<file path="src/rtl/serial_add_ctrl.sv">
// serial_add_ctrl: runs a WIDTH-bit addition through one shared 1-bit
// full-adder cell, LSB first. Carry is taken from the cell and fed back, so
// this block never does arithmetic itself. All outputs are registered.
module serial_add_ctrl #(
   parameter int WIDTH     = 8,
   parameter int ADDER_LAT = 1
) (
   input  logic             clk,
   input  logic             rst,
   input  logic             start,
   input  logic             abort,
   input  logic [WIDTH-1:0] op_a,
   input  logic [WIDTH-1:0] op_b,
   input  logic             cin,
   output logic             busy,
   output logic             done,
   output logic [WIDTH-1:0] sum,
   output logic             cout,
   output logic             add_a,
   output logic             add_b,
   output logic             add_cin,
   input  logic             add_s,
   input  logic             add_cout
);

   localparam int CW = (WIDTH > 2) ? $clog2(WIDTH) : 1;

   typedef enum logic [1:0] {IDLE, FEED, WAIT, DONE} state_t;

   state_t           state;
   logic [WIDTH-1:0] sh_a, sh_b;   // operand shift registers, bit 0 is on the cell
   logic [WIDTH-1:0] shadow;       // result assembled here, sum only sees it whole
   logic [CW-1:0]    cnt;

   // Sequencer: load on start, present one bit per FEED(/WAIT) pair, publish on last bit.
   // add_a/add_b/add_cin are loaded at the edge entering FEED and held through WAIT,
   // so the cell inputs stay stable for the whole bit slot.
   always_ff @(posedge clk or negedge rst) begin
      if (!rst) begin
         state   <= IDLE;
         sh_a    <= '0;
         sh_b    <= '0;
         shadow  <= '0;
         cnt     <= '0;
         busy    <= 1'b0;
         done    <= 1'b0;
         sum     <= '0;
         cout    <= 1'b0;
         add_a   <= 1'b0;
         add_b   <= 1'b0;
         add_cin <= 1'b0;
      end else begin
         done <= 1'b0;
         case (state)
            IDLE, DONE: begin
               // DONE accepts start like IDLE, giving back-to-back operations
               if (start) begin
                  sh_a    <= op_a;
                  sh_b    <= op_b;
                  cnt     <= '0;
                  add_a   <= op_a[0];
                  add_b   <= op_b[0];
                  add_cin <= cin;
                  busy    <= 1'b1;
                  state   <= FEED;
               end else begin
                  state <= IDLE;
               end
            end
            FEED, WAIT: begin
               if (abort) begin
                  // drop the operation; sum/cout keep the last completed result
                  busy    <= 1'b0;
                  add_a   <= 1'b0;
                  add_b   <= 1'b0;
                  add_cin <= 1'b0;
                  state   <= IDLE;
               end else if (state == FEED && ADDER_LAT != 0) begin
                  // registered cell: give it one cycle before capturing
                  state <= WAIT;
               end else begin
                  shadow <= {add_s, shadow[WIDTH-1:1]};
                  if (cnt == CW'(WIDTH - 1)) begin
                     sum     <= {add_s, shadow[WIDTH-1:1]};
                     cout    <= add_cout;
                     done    <= 1'b1;
                     busy    <= 1'b0;
                     add_a   <= 1'b0;
                     add_b   <= 1'b0;
                     add_cin <= 1'b0;
                     state   <= DONE;
                  end else begin
                     cnt     <= cnt + CW'(1);
                     sh_a    <= sh_a >> 1;
                     sh_b    <= sh_b >> 1;
                     add_a   <= sh_a[1];
                     add_b   <= sh_b[1];
                     add_cin <= add_cout;
                     state   <= FEED;
                  end
               end
            end
            default: state <= IDLE;
         endcase
      end
   end

endmodule

</file>
<file path="config.mk">
export PLATFORM = sky130hd
export DESIGN_NAME = serial_add_ctrl
export DESIGN_NICKNAME = d
export VERILOG_FILES = /design/src/rtl/serial_add_ctrl.sv
export SDC_FILE = /design/constraint.sdc
export NUM_CORES = 1
export LEC_CHECK = 0
export CAP_MARGIN = 15
export CORE_MARGIN = 8
export CORE_UTILIZATION = 35
export DETAILED_ROUTE_END_ITERATION = 8
export DONT_BUFFER_PORTS = 1
export GPL_TIMING_DRIVEN = 1
export PLACE_DENSITY_LB_ADDON = 0.3
export SLEW_MARGIN = 5
export SYNTH_ARGS = -nofsm -noshare
export SYNTH_HDL_FRONTEND = slang
export SYNTH_SLANG_ARGS = --single-unit
</file>
<file path="constraint.sdc">
create_clock -name clk -period 2.33 [get_ports clk]
set_input_delay 0.466 -clock clk [delete_from_list [all_inputs] [get_ports clk]]
set_output_delay 0.466 -clock clk [all_outputs]
set_load 0.02 [all_outputs]
</file>
==> out/results.ini, run 1 <==
[drt]
routed_wl_mm = 3.273
ant_nets = 0
drt_iter0_markers = 16
viasPerCell = 4.673
wl_per_cell_um = 15.74
firstDrtPassIters = 3
vias = 972
drc = 0

[cells_and_area]
fillers = 499
drive_gt1_share_pct = 39.86
nNetsFinal = 166
area_growth_pct = 11.30
multiInputGateArea_um2 = 757.0
seq_area_um2 = 1001
antenna_cells = 0

[pwr]
peakVddDrop_mv = 0.5359
p_per_area_nw_per_um2 = 1346
clockPowerShare_pct = 20.0
sw_frac_of_total_pct = 31.47
pwr-share-seq_pct = 42.1
p_sw_mw = 0.8615
p_comb_share_pct = 37.9
p_int_mw = 1.876
leakagePower_nw = 0.9354

[yosys]
synth-edff-count = 0
netlist_area_um2 = 1827
ys_warn_count = 0
yosysTopAreaCellShare_pct = 54.79
synth_seq_cells = 40
yosys.cell_count.top_type = dfrtp_1
synth_fp_nets = 159
synth_top_area_cell = dfrtp_1
synthesis.area_per_instance_um2 = 14.05
synth.distinct_cells = 25
synth_area_leaders = dfrtp_1, mux2_2, ha_1, mux2_1, inv_1
synth_commonest_cells = dfrtp_1, mux2_2, inv_1
async_flop_share_pct = 100.0
synth_top_flop_cell = dfrtp_1
ys_seq_area_share_pct = 54.79
synthCells = 130

[clocking]
cts_max_path_buffers = 2
h-tree-depth = 2
cts.sinks = 40
cts.repair.resized = 0
worstSkewPairLatency_ns = 0.28
cts_tree = done
clk_pin_slew_ns = 0.07
cts_root_buf = clkbuf_8
cts_inserted_buffers = 5

[worst_setup_path]
endpoint_kind = flop
reg2reg_from = cnt[0]
worstPathRequired_ns = 2.50
reg2reg_depth = 5
reg2reg_slack_ns = 0.14
crit_fanout = 16
arrival_ns = 2.36
crit_type = flop to flop
r2r-end = sh_a[4]
crit_path_start_kind = flop

[global_routing]
track_usage_pct = 9.128
grt_pass1_vias = 1092
use_met3_pct = 5.107
grt_pass1_wl_mm = 5.402
grt_util_met2_pct = 14.53
grt_max_degree = 41
grtUsageMet1_pct = 9.596
grt_overflow_total = 0
grt_busiest_layer = met2
antenna_found_initial = 0

[sta]
clock_skew_ns = 0.002292
tightest_slew_ns = 0.5136
min_period_ns = 2.190
setup_viol = 0
fin_setup_tns_ns = 0
fin_crit_sh_pct = 94.00
rsz0062_at_grt = no
hold_violations = 0
layout_setup_ws_ns = 0.1397
whs_ns = 0.01247
max_slew_margin_pct = 65.68
drv_slew = 0
fmax_mhz = 456.6

[floorplan]
start_util_pct = 36.00
die_width_um = 88.25
rows = 26
die_y_um = 88.25
core_region_area_um2 = 5075
fp.dieArea_um2 = 7787
ioPinCount = 37

[min_path]
hp-class = input port to async pin

[placed_design]
hpwl_mm = 2.391
dp_slack_ns = 0.1720
port_buffers = 0
gp_congestion = 0.7667

[run_status]
outcome = complete, no violations

[job]
max_cap_violations = 0

-- power groups by stage --
stage	registers, mW	clock network [mW]	logic, mW
final	1.15	0.549	1.04
after global routing	1.19	0.606	1.17
after CTS	1.16	0.574	1.06
after detailed placement	1.17	0	1.03
after global placement	1.16	0	0.992
after floorplan	1.12	0	0.904
-- registers in the layout, indices dropped and copies added, names as in the netlist --
register	count
cout	1
busy	1
shadow	7
add_b	1
cnt	3
add_a	1
sh_a	7
done	1
sum	8
add_cin	1
sh_b	7
state	2
-- timing repair --
action,CTS,global route
setup buffers,0,0
endpoints found under the setup margin,0,0
hold buffers,1,0
hold endpoints to repair,40,0
-- how the worst max path moves through the flow --
| stage | startpoint | end | slack [ns] |
|---|---|---|---|
| final | cnt[0] | sh_a[4] | 0.14 |
| after global routing | cnt[0] | sh_b[7] | 0.02 |
| after CTS | cnt[0] | sh_a[4] | 0.14 |
| after detailed placement | cnt[0] | sh_b[6] | 0.17 |
| after global placement | cnt[0] | sh_b[1] | 0.23 |
| after floorplan | state[0] | cout | 0.34 |
-- critical path: stages (launching register included) --
cell	delay, ns
dfrtp_1	0.40
ha_1	0.24
ha_1	0.23
or3_4	0.35
a21oi_4	0.46
mux2_2	0.39
-- metrics by stage --
step | area [µm²] | instances | utilization (%) | total power [mW]
after global routing | 2033 | 208 | 40.06 | 2.963
after global placement | 1902 | 199 | 37.48 | 2.152
after detailed placement | 1902 | 199 | 37.48 | 2.208
final | 2033 | 208 | 40.06 | 2.738
after CTS | 2033 | 208 | 40.06 | 2.790
after floorplan | 1827 | 130 | - | 2.021
-- routing by layer --
layer | part of all wire (%) | vias to the layer above
met5 | 0 | -
met4 | 0.95 | 0
met3 | 11 | 6
met2 | 49 | 26
met1 | 39 | 478
li1 | - | 462
-- final cells by class --
class                      instances  share of cell area, %
sequential                        40                  49.23
multi-input combinational         78                  37.23
tap                               70                  4.308
clock buffer                       5                  3.385
timing repair buffer               5                  2.462
clock inverter                     3                  2.092
inverter                           7                  1.292
-- cells in the final DEF, fill, tap and decap left out, drive strengths merged --
| master | netlist | final |
|---|---|---|
| a21oi | 2 | 2 |
| o21a | 1 | 1 |
| nor2b | 3 | 3 |
| mux2 | 44 | 44 |
| clkbuf | 1 | 5 |
| nand2b | 1 | 1 |
| nand2 | 5 | 5 |
| a211oi | 1 | 1 |
| mux2i | 2 | 2 |
| nor3 | 3 | 3 |
| and2 | 1 | 1 |
| inv | 7 | 7 |
| clkinvlp | 0 | 1 |
| buf | 4 | 5 |
| bufinv | 0 | 1 |
| or3 | 1 | 1 |
| nor2 | 2 | 2 |
| clkinv | 0 | 1 |
| dfrtp | 40 | 40 |
| a22o | 3 | 3 |
| o21ai | 3 | 3 |
| ha | 6 | 6 |
-- cells by family (layout without fill, tap and decap cells) --
group / after synthesis / in the layout / share of synthesized area (%)
adder cells (fa/ha/maj): 6 / 6 / 4.109
AO/OA/AOI/OAI: 10 / 10 / 4.247
multiplexers: 46 / 46 / 28.22
buffers and inverters: 12 / 20 / 3.767
flip-flops: 40 / 40 / 54.79
AND/OR/NAND/NOR: 16 / 16 / 4.864
Power figures use the tool's default switching activity.
==> inputs of run 2 (changes only) <==
- CAP_MARGIN: 15 -> unset
- REMOVE_ABC_BUFFERS: unset -> 1
==> run 2 against run 1 <==
Net effect: count of clock-buffer cells in the layout up 2; first-iteration DRC count up 130%; worst hold slack worse by 0.0020 ns; non-clock buffer count unchanged; largest cell class unchanged; global-route usage up 0.32 points; core utilization down 0.35 points; design area down 0.86%.
==> out/results.ini, run 2 (same netlist as run 1, synthesis figures left out) <==
[sta]
whs_ns = 0.01045
fmax_mhz = 471.5
hold_violations = 0
max_slew_margin_pct = 69.71
min_period_ns = 2.121
setup_viol = 0
tightest_slew_ns = 0.4544
clock_skew_ns = 0.003887
fin_crit_sh_pct = 91.02
drv_slew = 0
rsz0062_at_grt = no

[cells_and_area]
final_cell_mix = dfrtp_1, mux2_2, inv_1
largest_reg_flops = 8
top_register = sum
drive_gt1_share_pct = 39.13
nNetsFinal = 166
antenna_cells = 0
area_growth_pct = 10.34
layout_commonest_cell = dfrtp_1
post-route-util_pct = 39.72

[global_routing]
grt_pass1_vias = 1054
antenna_found_initial = 0
grt_util_met2_pct = 14.80
grt_pass1_wl_mm = 5.499
grt_busiest_layer = met2
track_usage_pct = 9.451
grtUsageMet1_pct = 11.02
use_met3_pct = 3.993
grt_overflow_total = 0
grt_max_degree = 41

[worst_setup_path]
reg2reg_depth = 6
cp_num_cells = 6
path_cells = inv_1, ha_1, or3_4, a21oi_4, buf_4, mux2_2
crit_family = simple AND/OR/NAND/NOR gates
slowest_delay_ns = 0.41
critical_path_buf_inv_count = 2
crit_fanout = 17
slowest_stage = or3_4
arrival_ns = 2.29
worstPathRequired_ns = 2.50
endpoint_kind = flop
crit_type = flop to flop
crit_path_start_kind = flop

[pwr]
p_per_area_nw_per_um2 = 1329
leakagePower_nw = 0.9261
peakVddDrop_mv = 0.4159

[clocking]
cts_max_path_buffers = 2
cts_inserted_buffers = 5
h-tree-depth = 2
worstSkewPairLatency_ns = 0.29
cts_root_buf = clkbuf_8
cts_tree = done
clk_pin_slew_ns = 0.07
cts.sinks = 40

[floorplan]
die_width_um = 88.25
start_util_pct = 36.00
ioPinCount = 37
rows = 26
die_y_um = 88.25
fp.dieArea_um2 = 7787
core_region_area_um2 = 5075

[placed_design]
port_buffers = 0
hpwl_mm = 2.453
gp_congestion = 0.6648

[job]
max_cap_violations = 0

[run_status]
outcome = complete, no violations

[drt]
firstDrtPassIters = 3
wl_per_cell_um = 16.20
drc = 0
ant_nets = 0
drt_iter0_markers = 37
routed_wl_mm = 3.369
vias = 999
viasPerCell = 4.803

[min_path]
hp-class = input port to async pin

==> run 2: cell types whose count changed in the layout (fill, tap and decap cells not counted), sizes merged <==
cell    delta
clkinv     -1
bufinv     -1
clkbuf     +2
==> run 2: worst reg2reg max path, stage by stage (launching register included) <==
cell	delay, ns
dfrtp_1	0.38
inv_1	0.06
ha_1	0.39
or3_4	0.41
a21oi_4	0.14
buf_4	0.26
mux2_2	0.37
==> run 2: cell type report <==
cell class                 count  area (µm²)
fill                         516        3059
clock buffer                   7       86.33
tap                           70       87.58
multi-input combinational     78       757.0
sequential                    40        1001
clock inverter                 1       7.507
timing repair buffer           5       50.05
inverter                       7       26.28
==> run 2: worst paths after layout <==
kind	startpoint	to	slack (ns)
min in group clk	abort	state[1]	0.25
worst min register to register	sh_a[6]	sh_a[6]	0.49
worst max-delay path	state[0]	sh_b[3]	0.21
worst min-delay path	rst	sh_b[1]	0.01
worst max register to register	state[0]	sh_b[3]	0.21
max in group asynchronous	rst	sh_a[1]	2.12
==> run 2: what timing repair did <==
item | CTS | global route
setup buffers | 0 | 0
endpoints found under the hold margin | 40 | 0
hold buffers | 1 | 0
gates resized for setup | 0 | 0
==> run 2: power breakdown <==
| group | total, mW | internal [mW] | switching, mW |
|---|---|---|---|
| combinational | 1.06 | 0.600 | 0.457 |
| sequential | 1.15 | 0.959 | 0.193 |
| clock | 0.471 | 0.240 | 0.230 |
==> run 2: through the flow <==
| stage | TNS [ns] | total power, mW | cells | setup slack, ns | area (µm²) |
|---|---|---|---|---|---|
| floorplan | -0.1773 | 1.960 | 125 | -0.01612 | 1784 |
| global placement | 0 | 2.143 | 199 | 0.2986 | 1902 |
| detailed placement | 0 | 2.223 | 199 | 0.1960 | 1902 |
| CTS | 0 | 2.726 | 208 | 0.1826 | 2016 |
| global route | 0 | 2.877 | 208 | 0.09305 | 2016 |
| finish | 0 | 2.679 | 208 | 0.2092 | 2016 |
==> run 2: per-layer routing <==
layer  part of all wire (%)  routed length, µm
met5                      0                  0
met4                    1.5                 51
met3                    6.3                211
met2                     50               1682
met1                     42               1423
